==> config.mk <==
export PLATFORM = sky130hd
export DESIGN_NAME = wb_initiator
export DESIGN_NICKNAME = d
export VERILOG_FILES = /design/src/rtl/gonso_wb_pkg.sv /design/src/rtl/wb_timeout_counter.sv /design/src/rtl/wb_initiator.sv
export SDC_FILE = /design/constraint.sdc
export NUM_CORES = 1
export LEC_CHECK = 0
export ABC_AREA = 1
export ABC_CLOCK_PERIOD_IN_PS = 1600
export BUFFER_PORTS_ARGS = -buffer_cell sky130_fd_sc_hd__buf_2
export CORE_UTILIZATION = 34
export DETAILED_ROUTE_END_ITERATION = 7
export PLACE_DENSITY_LB_ADDON = 0.2
export SYNTH_ARGS = -nofsm -noshare
export SYNTH_HDL_FRONTEND = slang
export SYNTH_SLANG_ARGS = --single-unit
export TNS_END_PERCENT = 1
==> constraint.sdc <==
create_clock -name clk -period 1.6 [get_ports clk]
set_clock_uncertainty 0.2 [all_clocks]
set_input_delay 0.32 -clock clk [delete_from_list [all_inputs] [get_ports clk]]
set_output_delay 0.32 -clock clk [all_outputs]
set_load 0.01 [all_outputs]
==> src/rtl/gonso_wb_pkg.sv <==
// Shared definitions for the Wishbone initiator: FSM state encoding,
// register address map constants and the default bus timeout.
package gonso_wb_pkg;

    typedef enum logic [1:0] {
        ST_IDLE = 2'd0,
        ST_BUS  = 2'd1,
        ST_RESP = 2'd2
    } wb_state_e;

    localparam logic [31:0] WB_REG_ADR0 = 32'h3003_0004;
    localparam logic [31:0] WB_REG_ADR1 = 32'h3003_0008;
    localparam logic [31:0] WB_REG_ADR2 = 32'h3003_000C;

    localparam int WB_TIMEOUT_CYCLES_DEF = 255;

endpackage

==> src/rtl/wb_timeout_counter.sv <==
// Counts cycles while enabled; expired is high during the LIMIT-th enabled
// cycle so the owner can abort on that same clock edge.
module wb_timeout_counter #(
    parameter int LIMIT = 255
) (
    input  logic clk,
    input  logic rst_n,
    input  logic enable,
    input  logic clear,
    output logic expired
);
    localparam logic [15:0] LAST = 16'(LIMIT - 1);

    logic [15:0] count_q, count_d;

    // Next count: clear dominates, saturate at LAST while enabled
    always_comb begin
        count_d = count_q;
        if (clear)
            count_d = '0;
        else if (enable && count_q != LAST)
            count_d = count_q + 16'd1;
    end

    assign expired = enable && !clear && (count_q == LAST);

    // Counter register
    always_ff @(posedge clk or negedge rst_n) begin
        if (!rst_n) count_q <= '0;
        else        count_q <= count_d;
    end

endmodule

==> src/rtl/wb_initiator.sv <==
// Single-outstanding Wishbone classic initiator: takes a command, runs one
// bus cycle, returns a response. Optional bus timeout enabled by defining
// WB_INITIATOR_TIMEOUT_EN; without it the initiator waits forever for ack.
module wb_initiator
    import gonso_wb_pkg::*;
#(
    parameter int TIMEOUT_CYCLES = WB_TIMEOUT_CYCLES_DEF
) (
    input  logic        clk,
    input  logic        rst_n,
    input  logic        cmd_valid,
    output logic        cmd_ready,
    input  logic        cmd_we,
    input  logic [31:0] cmd_adr,
    input  logic [31:0] cmd_dat,
    input  logic [3:0]  cmd_sel,
    output logic        rsp_valid,
    input  logic        rsp_ready,
    output logic [31:0] rsp_dat,
    output logic        rsp_err,
    output logic        wbm_cyc_o,
    output logic        wbm_stb_o,
    output logic        wbm_we_o,
    output logic [31:0] wbm_adr_o,
    output logic [31:0] wbm_dat_o,
    output logic [3:0]  wbm_sel_o,
    input  logic [31:0] wbm_dat_i,
    input  logic        wbm_ack_i
);
    localparam logic [1:0] S_IDLE = ST_IDLE;
    localparam logic [1:0] S_BUS  = ST_BUS;
    localparam logic [1:0] S_RESP = ST_RESP;

    logic [1:0]  state_q, state_d;
    logic        cyc_q, cyc_d;
    logic        we_q, we_d;
    logic [31:0] adr_q, adr_d;
    logic [31:0] dat_q, dat_d;
    logic [3:0]  sel_q, sel_d;
    logic        rsp_valid_q, rsp_valid_d;
    logic [31:0] rsp_dat_q, rsp_dat_d;
    logic        timeout_hit;
    logic        bus_end;

    // Bus cycle finishes on ack (ack wins) or on timeout
    assign bus_end = (state_q == S_BUS) && (wbm_ack_i || timeout_hit);

    // FSM and datapath next-state; we/sel/dat are zeroed whenever cyc drops
    always_comb begin
        state_d     = state_q;
        cyc_d       = cyc_q;
        we_d        = we_q;
        adr_d       = adr_q;
        dat_d       = dat_q;
        sel_d       = sel_q;
        rsp_valid_d = rsp_valid_q;
        rsp_dat_d   = rsp_dat_q;
        case (state_q)
            S_IDLE: begin
                if (cmd_valid) begin
                    state_d = S_BUS;
                    cyc_d   = 1'b1;
                    we_d    = cmd_we;
                    adr_d   = cmd_adr;
                    dat_d   = cmd_dat;
                    sel_d   = cmd_sel;
                end
            end
            S_BUS: begin
                if (bus_end) begin
                    state_d     = S_RESP;
                    cyc_d       = 1'b0;
                    we_d        = 1'b0;
                    dat_d       = '0;
                    sel_d       = '0;
                    rsp_valid_d = 1'b1;
                    rsp_dat_d   = (wbm_ack_i && !we_q) ? wbm_dat_i : 32'h0;
                end
            end
            S_RESP: begin
                if (rsp_ready) begin
                    state_d     = S_IDLE;
                    rsp_valid_d = 1'b0;
                end
            end
            default: state_d = S_IDLE;
        endcase
    end

    // State and output registers
    always_ff @(posedge clk or negedge rst_n) begin
        if (!rst_n) begin
            state_q     <= S_IDLE;
            cyc_q       <= 1'b0;
            we_q        <= 1'b0;
            adr_q       <= '0;
            dat_q       <= '0;
            sel_q       <= '0;
            rsp_valid_q <= 1'b0;
            rsp_dat_q   <= '0;
        end else begin
            state_q     <= state_d;
            cyc_q       <= cyc_d;
            we_q        <= we_d;
            adr_q       <= adr_d;
            dat_q       <= dat_d;
            sel_q       <= sel_d;
            rsp_valid_q <= rsp_valid_d;
            rsp_dat_q   <= rsp_dat_d;
        end
    end

`ifdef WB_INITIATOR_TIMEOUT_EN
    logic rsp_err_q, rsp_err_d;

    wb_timeout_counter #(.LIMIT(TIMEOUT_CYCLES)) u_timeout (
        .clk     (clk),
        .rst_n   (rst_n),
        .enable  (state_q == S_BUS),
        .clear   (state_q != S_BUS),
        .expired (timeout_hit)
    );

    // Error flag is set only by a timeout abort
    always_comb begin
        rsp_err_d = rsp_err_q;
        if (bus_end) rsp_err_d = !wbm_ack_i;
    end

    // Error flag register
    always_ff @(posedge clk or negedge rst_n) begin
        if (!rst_n) rsp_err_q <= 1'b0;
        else        rsp_err_q <= rsp_err_d;
    end

    assign rsp_err = rsp_err_q;
`else
    assign timeout_hit = 1'b0;
    assign rsp_err     = 1'b0;
`endif

    assign cmd_ready = (state_q == S_IDLE);
    assign rsp_valid = rsp_valid_q;
    assign rsp_dat   = rsp_dat_q;
    assign wbm_cyc_o = cyc_q;
    assign wbm_stb_o = cyc_q;
    assign wbm_we_o  = we_q;
    assign wbm_adr_o = adr_q;
    assign wbm_dat_o = dat_q;
    assign wbm_sel_o = sel_q;

endmodule

## After elaboration in Yosys (flattened, before gate mapping)

Cells that the tools add are included.

- Register bits: 105
- Output and inout port bits: 106
- Word-level logic and storage cells: 43
- Bits of input ports: 106

- Mux-type cells: 19
- Equality and inequality tests: 5
- Reduce and logical (&&, ||, !) cells: 11

Operators with widths:

| cell | count |
|---|---|
| 32-bit 2-to-1 mux | 3 |
| 32-bit one-hot mux with 2 select lines | 1 |
| 3-bit AND reduction | 3 |
| 4-bit 2-to-1 mux | 2 |
| 4-bit one-hot mux with 2 select lines | 1 |
| 2-bit 2-to-1 mux | 3 |
| 2-bit != test, second input constant | 3 |
| 1-bit one-hot mux with 2 select lines | 3 |
| 2-bit one-hot mux with 3 select lines | 1 |
| 1-bit 2-to-1 mux | 5 |
| 2-bit AND reduction | 2 |
| 2-bit nonzero test | 2 |
| 2-bit by 1-bit equality test with 1-bit output, second input constant | 1 |
| 2-bit equality test, second input constant | 1 |
| 1-bit logical AND | 2 |
| 2-bit logical NOT | 1 |
| 1-bit logical NOT | 1 |

## Logic depth before layout (Yosys ltp)

- Depth after elaboration: 4
- Depth in mapped cells: 7
- Mapped depth without buffers: 5

## Worst setup path before layout

Ideal clock, no wire load.

- Kind: register to register
- Start: register state_q[0]
- End: register we_q (netlist: wbm_we_o)
- Data required time: 1.282 ns
- Arrival time: 1.088 ns
- Stages on the path, launching flop included: 6
- Slack: 0.195 ns
- Library setup time: 0.118 ns
- Path buffers: 1
- Period minus slack after synthesis: 1.405 ns
- Cell sequence: dfrtp_1 > nor2_1 > nand2_1 > buf_2 > nand3_1 > nand2_1

- Elaborated cells between the ends (all ways): 8
- Classes of those cells: eq/ne (3); mux (1); reduce/logical (4)

RTL lines:

| what | line | source |
|---|---|---|
| start, declared | wb_initiator.sv:34 | `logic [1:0] state_q, state_d;` |
| start signal, assigned | wb_initiator.sv:102 | `state_q <= state_d;` |
| 2-bit logical NOT (*) | -- |  |
| net cmd_ready | wb_initiator.sv:12 | `output logic cmd_ready,` |
| 2-bit != test (no source line) or 2-bit nonzero test (tied branches) | -- |  |
| 3-bit AND reduction (no source line) | -- |  |
| end signal, assigned | wb_initiator.sv:104 | `we_q <= we_d;` |
| end, declared | wb_initiator.sv:36 | `logic we_q, we_d;` |

The timed path passes the listed nets; every way through them passes the cells marked *.
A chain may end at the register's enable or synchronous reset.

## Worst setup path in the final report

- Start: register state_q[1]
- End: output port cmd_ready

- Word-level cells in the longest chain between the ends: 1

RTL lines:

| what | line | source |
|---|---|---|
| 2-bit logical NOT | wb_initiator.sv:142 | `assign cmd_ready = (state_q == S_IDLE);` |
| end, declared | wb_initiator.sv:12 |  |

No other way between the ends.

==> summary.md <==
| Metric | Value |
|---|---|
| Synth Area in XOR/XNOR | `0%` |
| CP endpoint kind | `primary output` |
| Failing checks | `design-rule violations` |
| Area after DPL | `0.005333 mm²` |
| Sequential area share after synthesis | `63.89%` |
| TritonCTS buffer count | `9` |
| Vias in the first global route | `3999` |
| CP Max Fanout | `4` |
| CTS sink count | `105` |
| Unique masters post-synth | `15` |
| Fraction of layout cells with a size suffix above 1 | `33.15%` |
| ANT cells | `0` |
| Io pins | `212` |
| Pre-CTS setup slack | `0.1565 ns` |
| Top delay family on crit path | `flip-flops` |
| Worst setup SP type | `register` |
| Main combinational cell family by area after synthesis | `simple AND/OR/NAND/NOR gates` |
| Post-Route Utilization | `54.95%` |
| Tcrit/Tclk final | `97.51%` |
| WP buf/inv | `1` |
| Fin area | `0.006381 mm²` |
| Achievable Freq | `640.9 MHz` |
| Vias post-DR | `3996` |
| Final Critical Period | `1.560 ns` |
| Yosys warns | `0` |
| GRT Overall Usage | `18.99%` |
| Initial antenna violation count | `0` |
| Layout Nets | `838` |
| Share of the synthesized area in the top cell type | `63.89%` |
| Max rail drop VDD | `0.7008 mV` |
| WL per Instance | `13.09 µm` |
| Die height | `112.0 µm` |
| Path category of the worst min-delay check | `in2reg` |
| Simple-gate share of the synthesized area | `27.32%` |
| Post-Synth Adder-Cell Area | `0%` |
| Slowest CP cell | `dfrtp_2` |
| FF+latch count, synth | `105` |
| Final wirelength | `11500 µm` |
| Placer Congestion | `0.7386` |
| DR DRC count | `15` |
| Final worst slack | `0.03981 ns` |
| Critical path's largest stage delay | `0.44 ns` |
| Critical path class | `reg2out` |
| Starting density of the core | `35.41%` |
| Skew-Pair Late Insertion Delay | `0.34 ns` |
| Num rows | `39` |
| Syn Nets | `563` |
| Leak pwr | `3.590 nW` |
| Syn_area_per_cell | `8.999 µm²` |
| Synthesized cell area | `0.004113 mm²` |
| Post-synthesis mux area share | `0%` |
| Synth area leaders | `dfrtp_1 64%, nand2_1 22%, nand3_1 4.6%` |
| Largest net degree at the start of global routing | `78` |
| Area of the multi-input gates | `0.001315 mm²` |
| Gr ovfl total | `0` |
| Final-report hold violation count | `0` |
| Core area | `0.01161 mm²` |
| Synth area leader | `dfrtp_1` |
| First-pass GRT wire length | `18910 µm` |
| Filler Cell Count | `1057` |
| PwrDens | `1770 mW/mm²` |
| Synth Instances | `457` |
| Status | `finished, violations left` |
| Register area | `0.002630 mm²` |
| Setup TNS | `0 ns` |
| Clock slew seen by the registers of the worst setup and hold paths | `0.07 ns` |
| Total iterations of the first detailed-routing run | `6` |
| Area growth syn-to-layout | `55.16%` |
| Final HPWL DP | `7270 µm` |
| CTS tree | `yes` |
| CTS H-tree lvls | `3` |
| RSZ-0062 raised after global routing | `true` |
| CP Cell Sequence | `nor2_4 > buf_6` |
| Slew Limit Fails | `0` |
| DRT antenna net count | `0` |
| PortBufs | `210` |
| Synth Area in Compound Gates | `4.138%` |
| Final setup vio count | `0` |
| Die Wd | `112.0 µm` |
| Data arrival, critical path | `1.04 ns` |
| Max Cap Viol | `0` |
| Vias/cell | `4.546` |
| Hold Slack | `0.02411 ns` |
| Number of DRC markers in iteration 0 | `232` |
| Longest Clk Path Bufs | `2` |
| CP required | `1.08 ns` |
| Root Driver | `clkbuf_16` |
| Die area | `0.01254 mm²` |
-- per-layer routing --
layer,vias up,global-route usage [%],share of wire (%)
met5,-,0,0
met4,0,9.244,2.6
met3,28,4.790,7.2
met2,156,31.47,49
met1,1839,23.16,41
li1,1973,-,-
-- path summary, 6_finish.rpt --
path / start / endpoint / slack (ns) / depth (start not counted)
worst max-delay path: state_q[1] / cmd_ready / 0.04 / 2
worst min-delay path: wbm_dat_i[28] / rsp_dat[28] / 0.02 / 3
worst max register to register: state_q[0] / wbm_sel_o[3] / 0.10 / 7
worst min register to register: wbm_adr_o[13] / wbm_adr_o[13] / 0.27 / 2
max in group asynchronous: rst_n / wbm_dat_o[1] / 0.51 / 3
min in group asynchronous: rst_n / wbm_adr_o[3] / 0.32 / 3
-- area by class of cell --
| cell class | instances | share of cell area (%) |
|---|---|---|
| sequential | 105 | 41.22 |
| clock inverter | 3 | 0.6275 |
| timing repair buffer | 294 | 30.49 |
| tap | 143 | 2.804 |
| clock buffer | 12 | 4.020 |
| inverter | 4 | 0.2353 |
| multi-input combinational | 318 | 20.61 |
-- power breakdown --
group / internal [mW] / switching (mW) / leakage (nW)
sequential: 3.84 / 0.644 / 1.32
clock: 1.29 / 0.925 / 0.148
combinational: 1.92 / 2.68 / 2.12
total: 7.05 / 4.25 / 3.59
-- metrics by stage --
step | power, mW | instances
2_1_floorplan | 6.961 | 457
3_3_place_gp | 8.824 | 790
3_5_place_dp | 8.924 | 790
4_1_cts | 11.35 | 878
5_1_grt | 12.16 | 879
6_report | 11.29 | 879
-- worst reg2reg max path: stages, from the launching register on --
cell	delay (ns)
dfrtp_2	0.43
buf_4	0.16
inv_2	0.06
nand2_1	0.08
nor2_4	0.15
buf_12	0.20
nand2_1	0.10
nand2_1	0.07
-- repair_timing --
item	in CTS	in global routing
pin swaps	0	1
setup endpoints to repair	1	1
setup buffers	1	1
endpoints found under the hold margin	176	0
hold buffers	72	0
resized for setup	2	4
-- cell families (layout without fill, tap and decap cells) --
logic type | after synthesis | in the layout
buffers and inverters | 34 | 313
other | 1 | 1
AOI/OAI and AO/OA | 34 | 34
DFF | 105 | 105
and+or+nand+nor | 283 | 283
-- Yosys cell counts --
master,instances
nand2_1,242
conb_1,1
nor2_1,1
inv_2,2
o21ai_0,13
o21ai_1,21
nand3_1,38
nand3_2,1
buf_6,1
inv_1,2
buf_4,10
clkbuf_1,7
dfrtp_1,105
buf_2,12
nor2_4,1
-- registers in the layout, summed over array words and instances, names as in the netlist --
register   cells
wbm_dat_o     32
wbm_we_o       1
state_q        2
wbm_cyc_o      1
rsp_valid      1
wbm_adr_o     32
wbm_sel_o      4
rsp_dat       32
-- cells in the final DEF (no fill, tap or decap) --
cell type,count
inv_1,2
clkinv_2,2
dfrtp_2,2
clkbuf_8,2
conb_1,1
clkbuf_1,1
clkbuf_16,9
nor2_4,2
o21ai_1,21
dlygate4sd3_1,72
buf_4,7
bufinv_16,1
dfrtp_1,103
buf_12,6
nand2_2,1
buf_6,1
buf_2,208
nand3_1,38
nand2_1,241
o21ai_0,13
inv_2,2
nand3_4,1
Note: power is estimated with default switching activity, not from simulation.
